## config.mk

```make
export PLATFORM = sky130hd
export DESIGN_NAME = instruction_fetch_unit
export DESIGN_NICKNAME = d
export VERILOG_FILES = /design/src/rtl/instruction_fetch_unit.sv
export SDC_FILE = /design/constraint.sdc
export NUM_CORES = 1
export LEC_CHECK = 0
export ABC_CLOCK_PERIOD_IN_PS = 10350
export BUFFER_PORTS_ARGS = -buffer_cell sky130_fd_sc_hd__buf_2
export CAP_MARGIN = 20
export CORE_ASPECT_RATIO = 0.7
export CORE_MARGIN = 2
export CORE_UTILIZATION = 56
export CTS_CLUSTER_SIZE = 40
export DETAILED_ROUTE_END_ITERATION = 7
export PLACE_DENSITY = 0.93
export SYNTH_ARGS = -nofsm -noshare
export SYNTH_HDL_FRONTEND = slang
export SYNTH_SLANG_ARGS = --single-unit
export TNS_END_PERCENT = 5
```

## constraint.sdc

```tcl
create_clock -name clk -period 10.35 [get_ports clk]
set_input_delay 1.035 -clock clk [delete_from_list [all_inputs] [get_ports clk]]
set_output_delay 1.035 -clock clk [all_outputs]
set_load 0.02 [all_outputs]
```

## src/rtl/instruction_fetch_unit.sv

```systemverilog
// Instruction fetch front end: one outstanding word fetch, instruction held for decode until accepted.
// Latency 3 cycles/instruction with zero-wait memory (REQ, WAIT, HOLD); stalls in REQ on !imem_req_ready and in HOLD on !inst_ready.
module instruction_fetch_unit #(
   parameter logic [31:0] RESET_PC = 32'h0000_0000
) (
   input  logic        clk,
   input  logic        reset,
   output logic        imem_req_valid,
   input  logic        imem_req_ready,
   output logic [31:0] imem_addr,
   input  logic        imem_rsp_valid,
   input  logic [31:0] imem_rsp_data,
   output logic        inst_valid,
   input  logic        inst_ready,
   output logic [31:0] instruction,
   output logic [5:0]  opcode,
   output logic [5:0]  func,
   output logic [31:0] inst_pc,
   output logic [31:0] pc_plus4,
   input  logic        jump,
   input  logic        branch,
   input  logic        branch_taken,
   input  logic        jump_register,
   input  logic [31:0] jr_target,
   output logic        misaligned_jr
);

   typedef enum logic [1:0] {START, REQ, WAIT, HOLD} state_t;

   state_t      state_q;
   logic [31:0] pc_q;
   logic [31:0] instr_q;
   logic [31:0] inst_pc_q;
   logic        req_vld_q;
   logic        inst_vld_q;
   logic        mis_q;
   logic [31:0] next_pc_d;
   logic [31:0] br_off;

   assign imem_req_valid = req_vld_q;
   assign imem_addr      = pc_q;
   assign inst_valid     = inst_vld_q;
   assign instruction    = instr_q;
   assign opcode         = instr_q[31:26];
   assign func           = instr_q[5:0];
   assign inst_pc        = inst_pc_q;
   assign pc_plus4       = inst_pc_q + 32'd4;
   assign misaligned_jr  = mis_q;

   assign br_off = {{14{instr_q[15]}}, instr_q[15:0], 2'b00};

   // Decoder controls only matter at the HOLD accept edge, where this result is loaded.
   always_comb begin
      next_pc_d = pc_plus4;
      if (jump_register) begin
         next_pc_d = {jr_target[31:2], 2'b00};
      end else if (jump) begin
         next_pc_d = {pc_plus4[31:28], instr_q[25:0], 2'b00};
      end else if (branch && branch_taken) begin
         next_pc_d = pc_plus4 + br_off;
      end
   end

   always_ff @(posedge clk or posedge reset) begin
      if (reset) begin
         state_q    <= START;
         pc_q       <= {RESET_PC[31:2], 2'b00};
         instr_q    <= 32'h0;
         inst_pc_q  <= 32'h0;
         req_vld_q  <= 1'b0;
         inst_vld_q <= 1'b0;
         mis_q      <= 1'b0;
      end else begin
         case (state_q)
            START: begin
               state_q   <= REQ;
               req_vld_q <= 1'b1;
            end
            REQ: begin
               if (imem_req_ready) begin
                  state_q   <= WAIT;
                  req_vld_q <= 1'b0;
               end
            end
            WAIT: begin
               if (imem_rsp_valid) begin
                  state_q    <= HOLD;
                  instr_q    <= imem_rsp_data;
                  inst_pc_q  <= pc_q;
                  inst_vld_q <= 1'b1;
               end
            end
            HOLD: begin
               if (inst_vld_q && inst_ready) begin
                  state_q    <= REQ;
                  pc_q       <= next_pc_d;
                  req_vld_q  <= 1'b1;
                  inst_vld_q <= 1'b0;
                  if (jump_register && (jr_target[1:0] != 2'b00)) begin
                     mis_q <= 1'b1;
                  end
               end
            end
            default: begin
               state_q <= START;
            end
         endcase
      end
   end

endmodule
```

# Word-level counts from Yosys, hierarchy flattened

Index checks and enable logic that the tools add are counted.
W data, S select, Z words.

$add $sub $neg: 2
Equal/unequal tests: 6
Mux-type cells: 13
Reduce and logical (&&, ||, !) cells: 13

Operators by type and width:

| operator                | count |
|---|---|
| $mux W32                | 3 |
| $add A32 B3 Y32 const B | 1 |
| $add A32 B32 Y32        | 1 |
| $reduce_and A3 Y1       | 4 |
| $pmux W2 S4             | 1 |
| $mux W2                 | 3 |
| $ne A2 B2 Y1 const B    | 3 |
| $eq A2 B2 Y1 const B    | 2 |
| $mux W1                 | 4 |
| $reduce_and A2 Y1       | 2 |
| $reduce_bool A2 Y1      | 2 |
| $logic_and A1 B1 Y1     | 3 |
| $pmux W1 S3             | 1 |
| $reduce_bool A3 Y1      | 1 |
| $eq A2 B1 Y1 const B    | 1 |
| $logic_not A2 Y1        | 1 |
| $pmux W1 S2             | 1 |

Bits in registers: 101
Input bits: 73
Output and inout port bits: 143
Logic and storage cells: 41

# Logic depth before layout (Yosys ltp)

Gate-level depths: netlist of run 1.

Word-level depth: 5
Mapped depth: 16
Mapped depth without buffers: 15

# Worst setup path after synthesis of run 1

OpenSTA, ideal clock, no wires.

Path type: register -> register
Start point: reg inst_pc_q[3] (netlist: inst_pc[3])
End point: reg pc_q[31] (netlist: imem_addr[31])
Arrival time: 3844 ps
Data required time: 10274 ps
Setup slack: 6430 ps
Cell stages (with the launch flop): 16
Buffers on the path: 2
Period minus slack after synthesis: 3920 ps
Cells stage by stage: dfrtp_1 -> ha_1 -> clkbuf_1 -> nand2_1 -> or3_2 -> nor3_1 -> xor2_1 -> ha_1 -> clkbuf_1 -> nand2_1 -> nand2_1 -> a21o_1 -> a21oi_1 -> nand3_1 -> mux4_2 -> o21ai_1

Cells in the longest elaborated chain, start to end: 5

Ends and longest elaborated chain:

| what                   | RTL line | RTL |
|---|---|---|
| from (decl)            | 33       | `logic [31:0] inst_pc_q;` |
| from (signal assigned) | 89       | `inst_pc_q <= pc_q;` |
| $add A32 B3 Y32        | 47       | `assign pc_plus4 = inst_pc_q + 32'd4;` |
| via pc_plus4[28]       | 19       | `output logic [31:0] pc_plus4,` |
| $add A32 B32 Y32       | 60       | `next_pc_d = pc_plus4 + br_off;` |
| $mux W32               | 59       | `end else if (branch && branch_taken) begin` |
| $mux W32               | 57       | `end else if (jump) begin` |
| $mux W32               | 55       | `if (jump_register) begin` |
| to (signal assigned)   | 67       | `pc_q <= {RESET_PC[31:2], 2'b00};` |
| to (signal assigned)   | 96       | `pc_q <= next_pc_d;` |
| to (decl)              | 31       | `logic [31:0] pc_q;` |

The timed path passes the listed nets, and every way through them passes these cells.
A chain may end at the register's enable or synchronous reset.

# Worst setup path after layout of run 1

Start point: reg inst_pc_q[4] (netlist: inst_pc[4])
End point: reg pc_q[30] (netlist: imem_addr[30])

Cells in the longest elaborated chain, start to end: 5

Ends and longest elaborated chain:

| what                | RTL line |
|---|---|
| $add A32 B3 Y32 (*) | 47 |
| $add A32 B32 Y32    | 60 |
| $mux W32            | 59 |
| $mux W32 (*)        | 57 |
| $mux W32 (*)        | 55 |

Mark *: on every way between the ends. The rest lies on a longest branch, timed or not.

==> results of run 1 <==
state kept, by name (all words and copies together) (netlist names):
| name | count |
|---|---|
| inst_valid | 1 |
| imem_addr | 32 |
| imem_req_valid | 1 |
| misaligned_jr | 1 |
| state_q | 2 |
| inst_pc | 32 |
| instruction | 32 |
worst max-delay path, delay by kind of cell (launching register included):
kind	cells	cell delay, ps
and+or+nand+nor	6	1740
AOI/OAI and AO/OA	5	1400
DFF	1	450
xor gates and xnor gates	1	410
adders and majority gates	1	240
final timing paths:
| check | from | endpoint | slack (ps) | cells after the start |
|---|---|---|---|---|
| worst max-delay path | inst_pc[4] | imem_addr[30] | 6020 | 13 |
| worst min-delay path | misaligned_jr | misaligned_jr | 480 | 1 |
| worst max register to register | inst_pc[4] | imem_addr[30] | 6020 | 13 |
| worst min register to register | misaligned_jr | misaligned_jr | 480 | 1 |
| max in group asynchronous | reset | instruction[11] | 8470 | 3 |
| min in group asynchronous | reset | instruction[31] | 680 | 2 |
through the flow:
stage	hold slack, ps	instances	setup WS [ps]	area [um2]
global placement	463	1076	6500	8020
global route	516	1092	5870	8310
CTS	482	1092	6240	8310
finish	479	1092	6020	8310
detailed placement	461	1076	6360	8020
floorplan	528	748	6430	6950
synthesized netlist by cell type (all sizes together), types with 3 or more instances:
master  number
o221ai       5
clkbuf      32
nor4         3
o211a        4
or3          5
and3        14
o21a         7
xor2        20
a21o        12
buf         17
o31ai        5
nor2        46
o21bai       6
xnor2       30
nor3        13
a21oi       59
o22ai        6
nand3       23
o311ai       3
o211ai       9
dfrtp      101
a211oi      13
a31oi        7
nand2       80
mux2i        5
inv         21
or2          4
a221oi       4
o21ai       49
nand4       11
ha          40
mux2        64
and4         4
logic make-up after synthesis:
group	after synthesis
xor+xnor	50
mux	70
flops	101
buf+inv	70
fa+ha+maj	41
simple gates	213
compound gates	203
area by class of cell:
| type | instances | area [um2] |
|---|---|---|
| multi-input cells | 577 | 4100 |
| fillers | 904 | 3580 |
| flip-flops and latches | 101 | 2530 |
| repair buffers | 220 | 1110 |
| clock buffers | 9 | 225 |
| well taps | 157 | 196 |
| inverters | 21 | 81.3 |
| clock inverters | 7 | 63.8 |
layer usage:
| layer | part of all wire (%) | track usage, % | up-vias |
|---|---|---|---|
| met4 | 3.4 | 10.9 | 0 |
| met1 | 43 | 51.9 | 3263 |
| met3 | 14 | 7.20 | 76 |
| met2 | 40 | 46.1 | 522 |
| li1 | - | - | 3075 |
| met5 | 0 | 0 | - |
where the power goes:
group	internal [W]	switching (W)	leakage [nW]
Combinational	0.0000155	0.0000288	2.96
Sequential	0.000394	0	1.40
Clock	0.000169	0.000172	0.142
==> impl_metrics.py, run 1 <==
metrics = {
    "yosys": {
        "synth_area_per_cell_um2": 9.29,
        "async_flop_share_pct": 100,
        "synthXorXnorAreaFrac_pct": 6.41,
        "seq_area_frac_synth_pct": 36.4,
        "synth_top_family_by_area": "compound AO/OA/AOI/OAI gates",
        "netlist_top_cells_area": "dfrtp_1 36%, mux2_2 10%, ha_1 7.2%, nand2_1 4.3%, a21oi_1 4.2%",
        "synth_top_area_share_pct": 36.4,
        "synth_fa_ha_area_share_pct": 7.49,
        "synth_ff_type": "dfrtp_1",
        "yosys.area_share.simple_pct": 14.8,
        "ys_types": 67,
        "ys_ff_latch": 101,
        "synth-edff-count": 0,
        "syn-num-nets": 862,
        "yosysWarnings": 0,
        "yosys.area.top_type": "dfrtp_1",
        "netlist_area_um2": 6950,
        "syn_inst": 748,
        "synth.mux.area_fraction_pct": 11.4,
        "synth_compound_area_share_pct": 18.9,
    },
    "clock_tree": {
        "cts.htree.levels": 3,
        "clkTransAtPathRegs_ps": 80,
        "cts_num_sinks": 101,
        "cts_resized": 0,
        "cts_buffers": 9,
        "clockBufferDepth": 2,
        "cts_hold_buf": 0,
        "root_buffer": "clkbuf_16",
        "cts_tree": "built",
        "insertion_delay_ps": 360,
        "cts_setup_buffers": 0,
    },
    "power_and_ir_drop": {
        "p_leak_nw": 4.50,
        "ir_drop_v": 0.0000978,
        "power_density_nw_per_um2": 93.9,
        "finalPower_w": 0.000780,
    },
    "timing": {
        "tns_ps": 0,
        "setup_viol": 0,
        "finClkSkew_ps": 12.6,
        "slew_viol_final": 0,
        "fin_crit_ps": 4330,
        "min_period_over_period_pct": 41.9,
        "clock.fmax_mhz": 231,
        "slew_headroom_pct": 28.1,
        "hold_viol": 0,
        "worstMarginPinSlew_ps": 1080,
        "grt_setup_unrepaired": "no",
    },
    "floorplanning": {
        "rows": 33,
        "core_area_um2": 11900,
        "die_h_um": 97.2,
        "initial_core_util_pct": 58.4,
        "num_io_pins": 216,
        "dieWidth_um": 137,
        "die-area_um2": 13300,
    },
    "worst_setup_path": {
        "crit_path_cell_trace": "and4_1 > nand4_1 > nor2_1 > xor2_1 > ha_1 > nand2_1 > or3_1 > a41oi_1 > a31oi_1 > o211a_1 > o311ai_1 > nand4b_1 > o211ai_1",
        "crit_arrival_ps": 4610,
        "worstSetupPathType": "reg -> reg",
        "start_kind": "flop",
        "endpoint_kind": "flop",
        "worstPathRequired_ps": 10630,
        "cp_max_fo": 8,
        "crit_path_max_incr_delay_ps": 480,
        "slowest_stage": "o311ai_1",
    },
    "grt": {
        "antenna_found_initial": 0,
        "grt_pass1_vias": 6216,
        "grt_pass1_wl_mm": 34.7,
        "grt_overflow": 0,
        "grt_use_total_pct": 33.6,
        "grt_max_degree": 67,
    },
    "place": {
        "dpl.hpwl_mm": 16.8,
        "gp_congestion": 0.954,
        "io_buffer_count": 215,
    },
    "drt": {
        "drc": 0,
        "wl_per_cell_um": 20.6,
        "drt_iter0_drc": 1022,
        "drtPass1Iterations": 5,
        "num_vias": 6936,
        "viasPerCell": 6.35,
        "totalWireLength_mm": 22.5,
        "ant_nets": 0,
    },
    "job": {
        "drv_cap": 0,
    },
    "layout": {
        "layout_commonest_cell": "buf_2",
        "diodes": 0,
        "layout-drive-gt1-share_pct": 34.2,
        "nNetsFinal": 1044,
        "final_cell_mix": "215 x buf_2, 101 x dfrtp_1, 79 x nand2_1",
        "final_core_util_pct": 69.9,
        "area_growth_pct": 19.6,
    },
    "worst_hold_path": {
        "hp-class": "reg -> reg",
    },
    "outcome": {
        "status": "completed",
    },
}
(Power assumes the default switching activity.)
==> run 2: changes to the inputs <==
Settings changed: ABC_CLOCK_PERIOD_IN_PS 10350 to 4200, CORE_UTILIZATION 56 to 52, PLACE_DENSITY 0.93 to 0.88.
Clock period 10.35 ns to 4.2 ns, I/O delays scaled along.
==> run 2 against run 1 <==
Effect of this change: routed wire length is 2.8% lower; fmax rose by 10%; count of clock-buffer cells in the layout up 1; sequential share of layout area shrank 0.47 points; final cell count grew 1.6%; clock power increased to 2.7 times the previous value; global-route usage shrank 2.9 points; sequential power increased by 150%; flip-flop and latch count unchanged; largest cell class unchanged.
==> impl_metrics.py, run 2 (synthesized netlist as in run 1, its figures left out) <==
metrics = {
    "layout": {
        "layout-drive-gt1-share_pct": 35.1,
        "area_growth_pct": 21.5,
        "diodes": 0,
        "layout_commonest_cell": "buf_2",
        "nNetsFinal": 1053,
        "final_cell_mix": "215 x buf_2, 101 x dfrtp_1, 79 x nand2_1",
    },
    "clock_tree": {
        "root_buffer": "clkbuf_16",
        "clkTransAtPathRegs_ps": 80,
        "insertion_delay_ps": 350,
        "cts.htree.levels": 3,
        "cts_tree": "built",
        "cts_buffers": 9,
        "cts_hold_buf": 0,
        "cts_num_sinks": 101,
        "clockBufferDepth": 2,
    },
    "floorplanning": {
        "die-area_um2": 14300,
        "dieWidth_um": 142,
        "initial_core_util_pct": 53.1,
        "core_area_um2": 13100,
        "die_h_um": 101,
        "rows": 35,
        "num_io_pins": 216,
    },
    "worst_setup_path": {
        "start_kind": "flop",
        "slowest_stage": "or3_2",
        "worstPathRequired_ps": 4480,
        "crit_arrival_ps": 4200,
        "cp_max_fo": 8,
        "crit_path_cell_trace": "ha_1 > nand2_1 > or3_2 > nor3_1 > xor2_1 > ha_1 > nand2_1 > nand2_1 > a21o_1 > a21oi_1 > nand3_1 > mux4_2 > o21ai_1",
        "crit_top_cell": "nand2_1",
        "crit_path_max_incr_delay_ps": 600,
        "path_buf_inv": 0,
        "endpoint_kind": "flop",
        "path_delay_family": "simple AND/OR/NAND/NOR gates",
        "worstSetupPathType": "reg -> reg",
    },
    "grt": {
        "grt_pass1_wl_mm": 34.0,
        "grt_pass1_vias": 6149,
        "grt_max_degree": 73,
        "grt_overflow": 0,
        "grt_use_total_pct": 30.7,
        "antenna_found_initial": 0,
    },
    "drt": {
        "drc": 0,
        "drt_iter0_drc": 845,
        "wl_per_cell_um": 19.7,
        "num_vias": 6897,
        "viasPerCell": 6.21,
        "drtPass1Iterations": 5,
        "ant_nets": 0,
        "totalWireLength_mm": 21.9,
    },
    "power_and_ir_drop": {
        "power_density_nw_per_um2": 235,
        "p_leak_nw": 4.57,
        "ir_drop_v": 0.000173,
    },
    "timing": {
        "fin_crit_ps": 3930,
        "clock.fmax_mhz": 255,
        "slew_viol_final": 0,
        "grt_setup_unrepaired": "no",
        "tns_ps": 0,
        "slew_headroom_pct": 39.8,
        "worstMarginPinSlew_ps": 903,
        "min_period_over_period_pct": 93.5,
        "hold_viol": 0,
        "setup_viol": 0,
        "finClkSkew_ps": 10.4,
        "finalHoldWorstSlack_ps": 252,
    },
    "worst_hold_path": {
        "hp-class": "in -> async",
    },
    "place": {
        "gp_congestion": 0.984,
        "io_buffer_count": 215,
        "dpl.hpwl_mm": 16.4,
    },
    "job": {
        "drv_cap": 0,
    },
    "outcome": {
        "status": "completed",
    },
}
-- run 2: path summary, 6_finish.rpt --
| kind | cells past startpoint | slack, ps | startpoint | to |
|---|---|---|---|---|
| min reg2reg | 1 | 480 | misaligned_jr | misaligned_jr |
| max | 13 | 270 | inst_pc[3] | imem_addr[31] |
| max in group asynchronous | 3 | 2980 | reset | instruction[15] |
| min in group clk | 2 | 290 | imem_rsp_data[6] | instruction[6] |
| max reg2reg | 13 | 270 | inst_pc[3] | imem_addr[31] |
| min | 2 | 250 | reset | instruction[29] |
-- run 2: worst register-to-register path, stage by stage (launching register included) --
cell and delay, ps:
dfrtp_1 510, ha_1 360, nand2_1 180, or3_2 600
nor3_1 210, xor2_1 280, ha_1 380, nand2_1 90
nand2_1 70, a21o_1 170, a21oi_1 280, nand3_1 110
mux4_2 480, o21ai_1 130
-- run 2: power by group --
group	switching, W	total [W]	internal, W
Clock	0.000414	0.000905	0.000491
Combinational	0.0000704	0.000109	0.0000381
Sequential	0	0.000971	0.000971
Total	0.000484	0.00198	0.00150
-- run 2: what timing repair did --
item / CTS / global route
setup buffers: 0 / 2
gates resized for setup: 0 / 2
endpoints found under the setup margin: 0 / 5
-- run 2: cell type report --
type                            count  area, um2
Sequential cell                   101       2530
Multi-Input combinational cell    577       4120
Tap cell                          166        208
Clock inverter                      6       75.1
Clock buffer                       10        239
Inverter                           21       81.3
Fill cell                        1076       4650
Timing Repair Buffer              229       1190
-- run 2: per-stage QoR --
stage	instances	total power (W)	cell area [um2]	worst slack [ps]	util, %
after floorplan	748	0.00104	6950	280	-
after global placement	1091	0.00110	8080	364	61.7
after detailed placement	1091	0.00110	8080	252	61.7
after CTS	1107	0.00199	8400	161	64.1
after global routing	1110	0.00205	8440	49.8	64.5
final	1110	0.00198	8440	274	64.5
-- run 2: metal layers --
layer  global-route usage (%)  part of all wire [%]  up-vias
met5                        0                     0        -
met4                     10.4                   2.4        0
met1                     46.6                    44     3301
met2                     42.7                    42      441
li1                         -                     -     3107
met3                     7.17                    12       48
